`src/rtl/cpld_link_pkg.sv`:
```
// Shared constants and helpers for the FPGA<->CPLD 4-wire serial frame link.
package cpld_link_pkg;

  localparam int unsigned FRAME_BITS = 16;
  localparam int unsigned SEG_MSB    = 15;
  localparam int unsigned SEG_LSB    = 8;
  localparam int unsigned LED_MSB    = 4;
  localparam int unsigned BTN_TX_LSB = 3;
  localparam int unsigned BTN_W      = 5;

  localparam logic [7:0] SEG_BLANK = 8'hFF;

  typedef enum logic [2:0] {
    BTN_SEL   = 3'd0,
    BTN_UP    = 3'd1,
    BTN_DOWN  = 3'd2,
    BTN_RIGHT = 3'd3,
    BTN_LEFT  = 3'd4
  } btn_idx_e;

  // Status word returned to the master: buttons at bits [7:3], all else zero.
  function automatic logic [FRAME_BITS-1:0] tx_word(input logic [BTN_W-1:0] btn);
    logic [FRAME_BITS-1:0] w;
    w = '0;
    w[BTN_TX_LSB +: BTN_W] = btn;
    return w;
  endfunction

endpackage

```
`src/rtl/cpld_sync_edge.sv`:
```
// Multi-flop synchronizer for one asynchronous input, with rise/fall detection
// on the synchronized value. All flops clear on reset so no edge is seen after it.
module cpld_sync_edge #(
  parameter int unsigned STAGES = 2
) (
  input  logic clk,
  input  logic rst,
  input  logic i_async,
  output logic o_sync,
  output logic o_rise,
  output logic o_fall
);

  logic [STAGES-1:0] r_sync;
  logic              r_prev;

  always_ff @(posedge clk or posedge rst) begin
    if (rst) begin
      r_sync <= '0;
      r_prev <= 1'b0;
    end else begin
      r_sync <= {r_sync[STAGES-2:0], i_async};
      r_prev <= r_sync[STAGES-1];
    end
  end

  assign o_sync = r_sync[STAGES-1];
  assign o_rise = r_sync[STAGES-1] & ~r_prev;
  assign o_fall = ~r_sync[STAGES-1] & r_prev;

endmodule

```
`src/rtl/cpld_frame_slave.sv`:
```
// CPLD-side frame responder: receives 7-seg/LED frames, returns button status.
// Optional frame watchdog blanking enabled by defining CPLD_FRAME_WDOG_EN.
module cpld_frame_slave
  import cpld_link_pkg::*;
#(
  parameter int unsigned SYNC_STAGES = 2,
  parameter int unsigned TO_W        = 20
) (
  input  logic       clk,
  input  logic       rst,
  input  logic       spi_clk,
  input  logic       spi_load,
  input  logic       spi_mosi,
  output logic       spi_miso,
  input  logic [4:0] btn_n,
  output logic [7:0] seg_n,
  output logic       dig_sel,
  output logic [4:0] leds,
  output logic       frame_err
);

  if (SYNC_STAGES < 2 || TO_W < 1) begin : g_param_check
    $error("cpld_frame_slave: SYNC_STAGES must be >= 2 and TO_W >= 1");
  end

  logic w_clk_sync, w_clk_rise, w_clk_fall;
  logic w_load_sync, w_load_rise, w_load_fall;
  logic w_mosi_s, w_mosi_rise, w_mosi_fall;

  cpld_sync_edge #(.STAGES(SYNC_STAGES)) u_sync_clk (
    .clk(clk), .rst(rst), .i_async(spi_clk),
    .o_sync(w_clk_sync), .o_rise(w_clk_rise), .o_fall(w_clk_fall)
  );

  cpld_sync_edge #(.STAGES(SYNC_STAGES)) u_sync_load (
    .clk(clk), .rst(rst), .i_async(spi_load),
    .o_sync(w_load_sync), .o_rise(w_load_rise), .o_fall(w_load_fall)
  );

  cpld_sync_edge #(.STAGES(SYNC_STAGES)) u_sync_mosi (
    .clk(clk), .rst(rst), .i_async(spi_mosi),
    .o_sync(w_mosi_s), .o_rise(w_mosi_rise), .o_fall(w_mosi_fall)
  );

  logic [BTN_W-1:0] r_btn_meta, r_btn_sync;
  logic [BTN_W-1:0] w_btn;

  always_ff @(posedge clk or posedge rst) begin
    if (rst) begin
      r_btn_meta <= '1;
      r_btn_sync <= '1;
    end else begin
      r_btn_meta <= btn_n;
      r_btn_sync <= r_btn_meta;
    end
  end

  assign w_btn = ~r_btn_sync;

  logic [FRAME_BITS-1:0] r_rx_shr, r_tx_shr;
  logic [4:0]            r_bit_cnt;
  logic [7:0]            r_seg_n;
  logic [LED_MSB:0]      r_leds;
  logic                  r_dig_sel, r_frame_err;
  logic                  w_frame_full, w_commit_ok;

  assign w_frame_full = (r_bit_cnt == 5'(FRAME_BITS));
  assign w_commit_ok  = w_load_fall & w_frame_full;

  // load_fall outranks both shift edges; a coincident clk_rise is dropped.
  always_ff @(posedge clk or posedge rst) begin
    if (rst) begin
      r_rx_shr  <= '0;
      r_bit_cnt <= '0;
    end else if (w_load_fall) begin
      r_bit_cnt <= '0;
    end else if (w_clk_rise) begin
      r_rx_shr <= {w_mosi_s, r_rx_shr[FRAME_BITS-1:1]};
      if (!w_frame_full) r_bit_cnt <= r_bit_cnt + 5'd1;
    end
  end

  always_ff @(posedge clk or posedge rst) begin
    if (rst) begin
      r_tx_shr <= '0;
    end else if (w_load_fall) begin
      r_tx_shr <= tx_word(w_btn);
    end else if (w_clk_fall) begin
      r_tx_shr <= {r_tx_shr[FRAME_BITS-2:0], 1'b0};
    end
  end

  always_ff @(posedge clk or posedge rst) begin
    if (rst) begin
      r_seg_n     <= SEG_BLANK;
      r_leds      <= '0;
      r_dig_sel   <= 1'b0;
      r_frame_err <= 1'b0;
    end else begin
      r_frame_err <= w_load_fall & ~w_frame_full;
      if (w_commit_ok) begin
        r_seg_n   <= r_rx_shr[SEG_MSB:SEG_LSB];
        r_leds    <= r_rx_shr[LED_MSB:0];
        r_dig_sel <= ~r_dig_sel;
      end
    end
  end

  logic w_blank;

`ifdef CPLD_FRAME_WDOG_EN
  logic [TO_W-1:0] r_wdog;

  always_ff @(posedge clk or posedge rst) begin
    if (rst) begin
      r_wdog <= '1;
    end else if (w_commit_ok) begin
      r_wdog <= '0;
    end else if (r_wdog != '1) begin
      r_wdog <= r_wdog + TO_W'(1);
    end
  end

  assign w_blank = &r_wdog;
`else
  assign w_blank = 1'b0;
`endif

  always_comb begin
    seg_n = r_seg_n;
    leds  = r_leds;
    if (w_blank) begin
      seg_n = SEG_BLANK;
      leds  = '0;
    end
  end

  assign dig_sel   = r_dig_sel;
  assign frame_err = r_frame_err;
  assign spi_miso  = r_tx_shr[FRAME_BITS-1];

  logic w_unused;
  assign w_unused = ^{w_clk_sync, w_load_sync, w_load_rise, w_mosi_rise,
                      w_mosi_fall, r_rx_shr[SEG_LSB-1:LED_MSB+1]};

endmodule

```
`config.mk`:
```
export PLATFORM = sky130hd
export DESIGN_NAME = cpld_frame_slave
export DESIGN_NICKNAME = d
export VERILOG_FILES = /design/src/rtl/cpld_link_pkg.sv /design/src/rtl/cpld_sync_edge.sv /design/src/rtl/cpld_frame_slave.sv
export SDC_FILE = /design/constraint.sdc
export NUM_CORES = 1
export LEC_CHECK = 0
export ABC_AREA = 1
export CORE_UTILIZATION = 30
export CTS_CLUSTER_DIAMETER = 30
export DETAILED_ROUTE_END_ITERATION = 8
export PLACE_DENSITY = 0.51
export RECOVER_POWER = 50
export SETUP_SLACK_MARGIN = 0.1
export SLEW_MARGIN = 20
export SYNTH_ARGS = -nofsm -noshare
export SYNTH_HDL_FRONTEND = slang
export SYNTH_SLANG_ARGS = --single-unit
```
`constraint.sdc`:
```
create_clock -name clk -period 1.83 [get_ports clk]
set_clock_uncertainty 0.15 [all_clocks]
set_input_delay 0.183 -clock clk [delete_from_list [all_inputs] [get_ports clk]]
set_output_delay 0.183 -clock clk [all_outputs]
set_load 0.02 [all_outputs]
```
After elaboration in Yosys (flattened, before gate mapping)
Index checks and enable logic that the tools add are counted.
Operators by class
  add/sub/neg operators: 1
  equality and inequality tests: 2
  mux-type cells: 5
  bitwise logic cells: 12
  reductions and logical operators: 4
Operator list (count)
  $mux 16: 2
  $mux 5: 3
  $not 1->1: 6
  $add 5x1->5 const B: 1
  $and 1x1->1: 5
  $eq 5x5->1 const B: 1
  $not 5->5: 1
  $reduce_and 2->1: 2
  $reduce_bool 2->1: 2
  $ne 2x2->1 const B: 1
Word-level totals
  flip-flop bits (word level): 70
  output and inout port bits: 16
  word-level logic and storage cells: 38

Logic depth before layout (Yosys ltp)
Gate-level depths: netlist (run 1).
  depth after elaboration: 4
  mapped depth: 9
  mapped depth without buffers: 8

Modules after synthesis
Synthesis (run 1) repeated with hierarchy kept, for this count alone.
Unflattened totals
  cells, all modules: 245
  area, all modules: 2653.8 µm²
Modules (own cells, without submodules)
  cpld_frame_slave: instances 1, cells an instance 221, area each 2372.3 µm², sequential area each 1498.9 µm²
  cpld_sync_edge: instances 3, cells an instance 8, area each 93.8 µm², sequential area each 75.1 µm²

Worst setup path after synthesis (run 1)
No wires, ideal clock.
  kind: register -> register
  start: reg r_bit_cnt[0]
  end: reg r_leds[1], in the netlist leds[1]
  arrival time: 1.168 ns
  path slack: 0.392 ns
  stages on the path, launching flop included: 10
  buffers on the path: 1
  clock period less this slack: 1.438 ns
  cell sequence: dfrtp_1 > inv_1 > ha_1 > nand2_1 > clkinv_1 > nand2_4 > nor2_8 > buf_8 > nand2_1 > nand2_1
Between the ends
  word-level cells in the longest chain between the ends: 2
Ends and longest elaborated chain
  start: declaration: RTL line cpld_frame_slave.sv:61  | logic [4:0] r_bit_cnt;
  start signal: assignment: RTL line cpld_frame_slave.sv:79  | if (!w_frame_full) r_bit_cnt <= r_bit_cnt + 5'd1;
  $eq 5x5->1: RTL line cpld_frame_slave.sv:67  | assign w_frame_full = (r_bit_cnt == 5'(FRAME_BITS));
  $and 1x1->1: RTL line cpld_frame_slave.sv:68  | assign w_commit_ok = w_load_fall & w_frame_full;
  end signal: assignment: RTL line cpld_frame_slave.sv:103  | r_leds <= r_rx_shr[LED_MSB:0];
  end: declaration: RTL line cpld_frame_slave.sv:63  | logic [LED_MSB:0] r_leds;
Every way passes these cells.
A chain may end at the register's enable or synchronous reset.

Worst setup path after layout (run 1)
  start: reg r_leds[1], in the netlist leds[1]
  end: out leds[1]
RTL lines
  end: declaration: RTL line cpld_frame_slave.sv:18  | output logic [4:0] leds,
No word-level cell between the ends.

==> results of run 1 <==
## power breakdown
part	internal, mW	switching (mW)
logic	0.0890	0.148
registers	1.61	0.0853
clock network	0.910	0.541
## repair_timing
item	4_1_cts	5_1_grt
setup buffers	0	2
pin swaps	0	1
hold endpoints to repair	0	0
resized for setup	8	0
endpoints found under the setup margin	8	2
## cell families (layout without fill, tap and decap cells)
kind of cell	after synthesis	in the layout	share of synthesized area
compound gates	33	33	0.06894
xor+xnor	2	2	0.006751
fa+ha+maj	2	2	0.009642
buf+inv	31	68	0.06171
flops	67	67	0.6548
simple gates	114	114	0.1982
## flip-flops by register name (all words and copies together), names as in the netlist
signal	flops
r_bit_cnt	5
u_sync_load.r_prev	1
r_tx_shr	13
u_sync_load.r_sync	2
r_rx_shr	16
u_sync_clk.r_sync	2
u_sync_mosi.r_sync	2
leds	5
u_sync_clk.r_prev	1
r_btn_meta	5
dig_sel	1
r_btn_sync	5
seg_n	8
frame_err	1
## through the flow
| stage | hold slack [ps] | area [um^2] | util | worst slack [ps] | total power, mW |
|---|---|---|---|---|---|
| 2_1_floorplan | 37.48 | 2599 | - | 392.0 | 1.893 |
| 6_report | 202.6 | 3184 | 0.3837 | 165.4 | 3.382 |
| 5_1_grt | 208.1 | 3184 | 0.3837 | 108.8 | 3.559 |
| 4_1_cts | 79.78 | 3169 | 0.3819 | 143.7 | 3.442 |
| 3_3_place_gp | 184.3 | 2945 | 0.3549 | 278.1 | 1.965 |
| 3_5_place_dp | 188.6 | 2945 | 0.3549 | 249.9 | 1.974 |
## synthesized netlist by cell type
cell and instances:
nand2_4 2, inv_1 18, buf_2 5, clkinv_1 1
dfstp_2 18, o21ai_0 12, nand2_1 76, o21ai_1 11
xor2_1 2, clkbuf_1 1, nand3_1 24, o211ai_1 2
nand2_2 3, o22ai_1 7, buf_8 1, inv_2 1
ha_1 2, buf_4 1, nor2_8 1, dfrtp_1 49
a21oi_1 1, nor2_4 1, buf_6 3, nand4_1 4
nor2_1 3
## worst paths after layout
path	end	slack (ps)	cells after the start
worst max-delay path	leds[1]	170	1
worst min-delay path	r_btn_sync[4]$_DFF_PP1_	200	0
worst max register to register	dig_sel$_DFFE_PP0P_	300	7
worst min register to register	r_btn_sync[4]$_DFF_PP1_	200	0
max in group asynchronous	r_rx_shr[14]$_DFFE_PP0P_	460	3
min in group asynchronous	r_tx_shr[3]$_DFFE_PP0P_	490	3
## area by class of cell
class / count / area [um^2]
clock buffer: 12 / 135.1
clock inverter: 4 / 98.84
fill: 851 / 5115
inverter: 20 / 78.83
multi-input combinational: 151 / 735.7
sequential: 67 / 1699
tap: 105 / 131.4
timing repair buffer: 32 / 305.3
## per-layer routing
layer	up-vias	global-route usage	share of wire
met1	835	0.1579	0.49
li1	862	-	-
met3	7	0.03623	0.026
met4	0	0.06061	0.017
met2	20	0.1805	0.47
met5	-	0	0
==> key figures, run 1 <==
Pwr
  – Leak: 1.576 nW
  – Power Dens Cells: 1062 mW/mm^2
  – Max IR drop VDD: 0.3442 mV

Critical path
  – Worst Setup SP: leds[1]$_DFFE_PP0P_
  – CP max FO: 2
  – CP Data Arrival Time: 1330 ps
  – Critical path, cell by cell: clkdlybuf4s50_1
  – CP max stage cell: clkdlybuf4s50_1
  – Slowest stage delay, CP: 630 ps
  – Startpoint Class: flop
  – Kind of critical path: flop to primary output
  – Delay-heaviest family, CP: buffers and inverters
  – Worst r2r src: r_bit_cnt[0]$_DFFE_PP0P_
  – CP Data Required Time: 1500 ps
  – Bufs and invs on worst path: 1
  – Nature of the critical path endpoint: primary output

Detailed routing
  – Routed len/inst: 11.75 um
  – DRC: 0
  – Detailed-route wire length: 4.595 mm
  – Remaining antenna violation count: 0
  – Drt pass-1 iters: 4
  – Vias per cell: 4.409
  – Initial drt markers: 94
  – Vias: 1,724

Yosys
  – Syn Area/Cell: 10.42 um^2
  – Mapped Nets: 261
  – Largest area contributor in the netlist: dfrtp_1
  – Main area contributors after synthesis: dfrtp_1 (47%), dfstp_2 (18%), nand2_1 (11%)
  – Synth top area share: 0.4725
  – Post-Syn Area: 0.002595 mm^2
  – Post-synthesis sequential area ratio: 0.6548
  – Syn. warnings: 0
  – Synthesized instance count: 249
  – Unique masters post-synth: 25
  – FF+latch count, synth: 67

Global route
  – Grt ovf: 0
  – Total GRT Usage: 0.1206
  – Largest net degree at the start of global routing: 68
  – Vias in the first global route: 1,672
  – Global-route wire length before repair: 8.045 mm
  – Initial antenna violation count: 0

Timing
  – Maximum clock frequency: 600.8 MHz
  – Tcrit/Tclk final: 0.9096
  – RSZ-0062 raised after global routing: no
  – Hold Vio Cnt, Final: 0
  – Fin. max-slew vios: 0
  – Minimum clock period: 1665 ps
  – TNS Setup: 0 ps
  – Worst slew pin tran: 895.5 ps
  – Rel. slew slack: 0.4030
  – Final setup vio count: 0

Clocking
  – CTS H-tree lvls: 3
  – CTS Buf Count: 9
  – Clock buffer depth: 2
  – Latest clock arrival within the worst-skew pair: 340 ps
  – Sink Count: 67
  – Cts hold-fix bufs: 0
  – Root Driver: clkbuf_8
  – CTS clk-pin slew, worst paths: 70 ps
  – TritonCTS clock tree: built

Placed design
  – Dpl cells: 373
  – Detailed Place HPWL: 2.944 mm
  – Final GP Congestion: 0.6780
  – Port Buffers: 25

Final layout
  – Commonest non-fill, non-tap cell in the layout: nand2_1
  – Synthesis-to-finish area growth: 22.71%
  – Final Net Count: 293
  – Commonest non-fill, non-tap cells in the layout: nand2_1 (76), dfrtp_1 (49), nand3_1 (24)
  – # diodes: 0
  – Fin cells: 391
  – Layout cell share with drive strength beyond 1: 0.1643

Floorplanning
  – Rows: 33
  – Initial Util: 0.3127
  – Die Wd: 95.01 um
  – Die Y: 95.01 um
  – CORE AREA: 0.008299 mm^2
  – Full die area: 0.009026 mm^2
  – I/O Pins: 26

Flow run
  – Max Cap Viol: 0

Hold path
  – Hold Startpoint: r_btn_meta[4]$_DFF_PP1_
  – Min-Delay Path Class: flop to flop

Status
  – Outcome: completed
No activity file was read; power rests on OpenSTA's default activity.
==> run 2, diff against run 1 <==
--- a/config.mk
+++ b/config.mk
@@ -5,7 +5,6 @@
 export SDC_FILE = /design/constraint.sdc
 export NUM_CORES = 1
 export LEC_CHECK = 0
-export ABC_AREA = 1
 export CORE_UTILIZATION = 30
 export CTS_CLUSTER_DIAMETER = 30
 export DETAILED_ROUTE_END_ITERATION = 8
==> run 2 against run 1 <==
Net effect: worst setup slack better by 12 ps; via count down 22%; sequential power is 5% higher; clock power fell by 11%.
==> key figures, run 2 <==
Floorplanning
  – Full die area: 0.008732 mm^2 (-3.3%)
  – Die Wd: 93.45 um (-1.6%)
  – Die Y: 93.45 um (-1.6%)
  – Rows: 32 (-3.0%)
  – CORE AREA: 0.007888 mm^2 (-5.0%)
  – Initial Util: 0.3181 (+0.005373)
  – I/O Pins: 26 (unchanged)

Final layout
  – Area taken by multi-input logic gates: 767.0 um^2 (+4.3%)
  – Final Net Count: 217 (-26%)
  – Layout filler cell count: 729 (-14%)
  – Layout cell share with drive strength beyond 1: 0.3476 (+0.1833)
  – Layout Utilization: 0.3953 (+0.01162)
  – # diodes: 0 (unchanged)
  – Final Instance Area: 0.003118 mm^2 (-2.1%)
  – Largest register FFs: 16 (unchanged)
  – Synthesis-to-finish area growth: 24.29%
  – Most flops, register: r_rx_shr
  – Commonest non-fill, non-tap cells in the layout: dfrtp_1 (49), mux2_2 (20), nand2_1 (19)
  – Commonest non-fill, non-tap cell in the layout: dfrtp_1
  – Register area: 0.001699 mm^2 (unchanged)

Critical path
  – CP Data Arrival Time: 1720 ps (+390 ps)
  – Slowest stage delay, CP: 400 ps (-230 ps)
  – Worst Setup SP: r_bit_cnt[0]$_DFFE_PP0P_
  – Bufs and invs on worst path: 1 (unchanged)
  – Worst r2r src: r_bit_cnt[0]$_DFFE_PP0P_
  – CP Data Required Time: 1900 ps (+400 ps)
  – CP max FO: 14 (+12)
  – Nature of the critical path endpoint: flop
  – Startpoint Class: flop
  – Kind of critical path: flop to flop
  – Reg2Reg Setup Slack: 180 ps (-120 ps)
  – Delay-heaviest family, CP: flip-flops
  – FF-to-FF path depth: 5 (-2)
  – R2R Path End: leds[4]$_DFFE_PP0P_
  – CP max stage cell: dfrtp_1
  – Critical path, cell by cell: inv_1, ha_1, and4bb_4, nand2_8, mux2_2

Yosys
  – Post-synthesis sequential area ratio: 0.6773 (+0.02253)
  – Syn Area/Cell: 14.84 um^2 (+42%)
  – Largest area contributor in the netlist: dfrtp_1
  – Primary FF master, synth: dfrtp_1
  – Syn. warnings: 0 (unchanged)
  – Unique masters post-synth: 27 (+8.0%)
  – Synth cell count leaders: dfrtp_1 (49), mux2_2 (20), nand2_1 (19), dfstp_2 (18), a21oi_1 (12)
  – Top-count cell post-synth: dfrtp_1
  – Mapped Nets: 181 (-31%)
  – FF+latch count, synth: 67 (unchanged)
  – Post-synth EDFFs: 0 (unchanged)
  – Post-Syn Area: 0.002509 mm^2 (-3.3%)
  – Main area contributors after synthesis: dfrtp_1 (49%), dfstp_2 (19%), mux2_2 (9.0%)
  – Asr flop ratio synth: 1.000 (unchanged)
  – Synthesized instance count: 169 (-32%)
  – Synth top area share: 0.4888 (+0.01626)

Pwr
  – Switching pwr: 0.7513 mW (-2.9%)
  – Clock share of power: 0.385 (-0.044)
  – Max IR drop VDD: 0.3274 mV (-4.9%)
  – Int Pwr: 2.593 mW (-0.60%)
  – Leak: 1.421 nW (-9.9%)
  – Sw Ratio: 0.2247 (-0.004083)
  – Power Dens Cells: 1073 mW/mm^2 (+0.98%)
  – Comb pwr share: 0.082 (+0.012)
  – Seq pwr share: 0.533 (+0.032)

Hold path
  – Min-Delay Path Class: flop to flop
  – Hold Startpoint: u_sync_load.r_sync[0]$_DFF_PP0_
  – Sink of the worst hold path: u_sync_load.r_sync[1]$_DFF_PP0_
  – Hold-critical path depth: 0 (unchanged)

Timing
  – Maximum clock frequency: 605.0 MHz (+0.71%)
  – Worst slew pin tran: 716.9 ps (-178.6 ps)
  – TNS Setup: 0 ps (unchanged)
  – Final worst setup slack: 177.1 ps (+11.67 ps)
  – Hold_ws: 201.0 ps (-1.549 ps)
  – Fin. max-slew vios: 0 (unchanged)
  – Minimum clock period: 1653 ps (-11.67 ps)
  – Final setup vio count: 0 (unchanged)
  – Tcrit/Tclk final: 0.9032 (-0.006375)
  – RSZ-0062 raised after global routing: no
  – Hold Vio Cnt, Final: 0 (unchanged)
  – Rel. slew slack: 0.5194 (+0.1165)

Placed design
  – Final GP Congestion: 0.6402 (-5.6%)
  – Worst slack, placed: 91.91 ps (-158.0 ps)
  – Placed Area: 0.002925 mm^2 (-0.68%)
  – Port Buffers: 25 (unchanged)
  – Detailed Place HPWL: 2.420 mm (-18%)

Global route
  – Vias in the first global route: 1,355 (-19%)
  – Global-route wire length before repair: 6.672 mm (-17%)
  – Grt ovf: 0 (unchanged)
  – Initial antenna violation count: 0 (unchanged)
  – Largest net degree at the start of global routing: 28 (-59%)
  – Total GRT Usage: 0.1036 (-0.01700)

Clocking
  – CTS H-tree lvls: 3 (unchanged)
  – Cts hold-fix bufs: 0 (unchanged)
  – Clock buffer depth: 2 (unchanged)
  – CTS Buf Count: 9 (unchanged)
  – CTS clk-pin slew, worst paths: 70 ps (about the same)
  – Latest clock arrival within the worst-skew pair: 340 ps (about the same)
  – Sink Count: 67 (unchanged)
  – TritonCTS clock tree: built
  – Root Driver: clkbuf_8

Detailed routing
  – Initial drt markers: 48 (-49%)
  – Detailed-route wire length: 3.813 mm (-17%)
  – Vias per cell: 4.311 (-2.2%)
  – Routed len/inst: 12.22 um (+4.0%)
  – DRC: 0 (unchanged)
  – Remaining antenna violation count: 0 (unchanged)
  – Drt pass-1 iters: 4 (unchanged)
  – Vias: 1,345 (-22%)

Flow run
  – Max Cap Viol: 0 (unchanged)

Status
  – Outcome: completed
run 2: worst max-delay path by stage:
stage,endpoint,slack [ps],depth (start not counted)
after floorplan,leds[0]$_DFFE_PP0P_,190,6
after global placement,leds[4]$_DFFE_PP0P_,130,5
after detailed placement,leds[4]$_DFFE_PP0P_,90,5
after CTS,leds[3]$_DFFE_PP0P_,140,5
after global routing,dig_sel,100,1
final,leds[4]$_DFFE_PP0P_,180,5
run 2: power groups by stage:
stage / sequential [mW] / clock (mW) / combinational (mW)
floorplan: 1.77 / 0 / 0.220
global placement: 1.81 / 0 / 0.284
detailed placement: 1.81 / 0 / 0.290
CTS: 1.78 / 1.34 / 0.292
global route: 1.81 / 1.41 / 0.312
finish: 1.78 / 1.29 / 0.274
run 2: worst reg2reg max path, cell delays in order (launching register included):
cell and delay (ps):
dfrtp_1 400, inv_1 60, ha_1 190, and4bb_4 230
nand2_8 160, mux2_2 350
run 2: repair_timing:
item / 4_1_cts / 5_1_grt
pin swaps: 0 / 0
resized for setup: 9 / 0
endpoints found under the setup margin: 9 / 3
buffers inserted: 0 / 1
gates cloned: 0 / 0
run 2: cells by family (layout without fill, tap and decap cells):
logic type / Yosys count / after routing / share of synthesized area
flops: 67 / 67 / 0.6773
mux: 37 / 37 / 0.1756
simple gates: 35 / 35 / 0.07532
compound gates: 18 / 18 / 0.03791
buf+inv: 9 / 50 / 0.02045
fa+ha+maj: 2 / 2 / 0.009973
xor+xnor: 1 / 1 / 0.003492
run 2: area by class of cell:
class | instances | area share
Sequential cell | 67 | 0.5449
Tap cell | 102 | 0.04093
Inverter | 3 | 0.004013
Multi-Input combinational cell | 93 | 0.2460
Clock inverter | 6 | 0.02568
Timing Repair Buffer | 31 | 0.09751
Clock buffer | 10 | 0.04093
run 2: stage by stage:
stage	total power, mW	cells
detailed placement	2.102	295
global route	3.532	312
CTS	3.419	311
finish	3.344	312
floorplan	1.994	169
global placement	2.094	295
run 2: metal layers:
layer,vias up,track usage,share of wire
met1,663,0.1384,0.49
met5,-,0,0
li1,650,-,-
met4,0,0.06154,0.025
met2,25,0.1373,0.43
met3,7,0.04472,0.053
==> run 3, diff against run 2 <==
--- a/config.mk
+++ b/config.mk
@@ -7,6 +7,7 @@
 export LEC_CHECK = 0
 export CORE_UTILIZATION = 30
 export CTS_CLUSTER_DIAMETER = 30
+export CTS_CLUSTER_SIZE = 14
 export DETAILED_ROUTE_END_ITERATION = 8
 export PLACE_DENSITY = 0.51
 export RECOVER_POWER = 50
==> results of run 3 <==
Same layout as run 2: the final DEF is identical, and so are final timing and power.
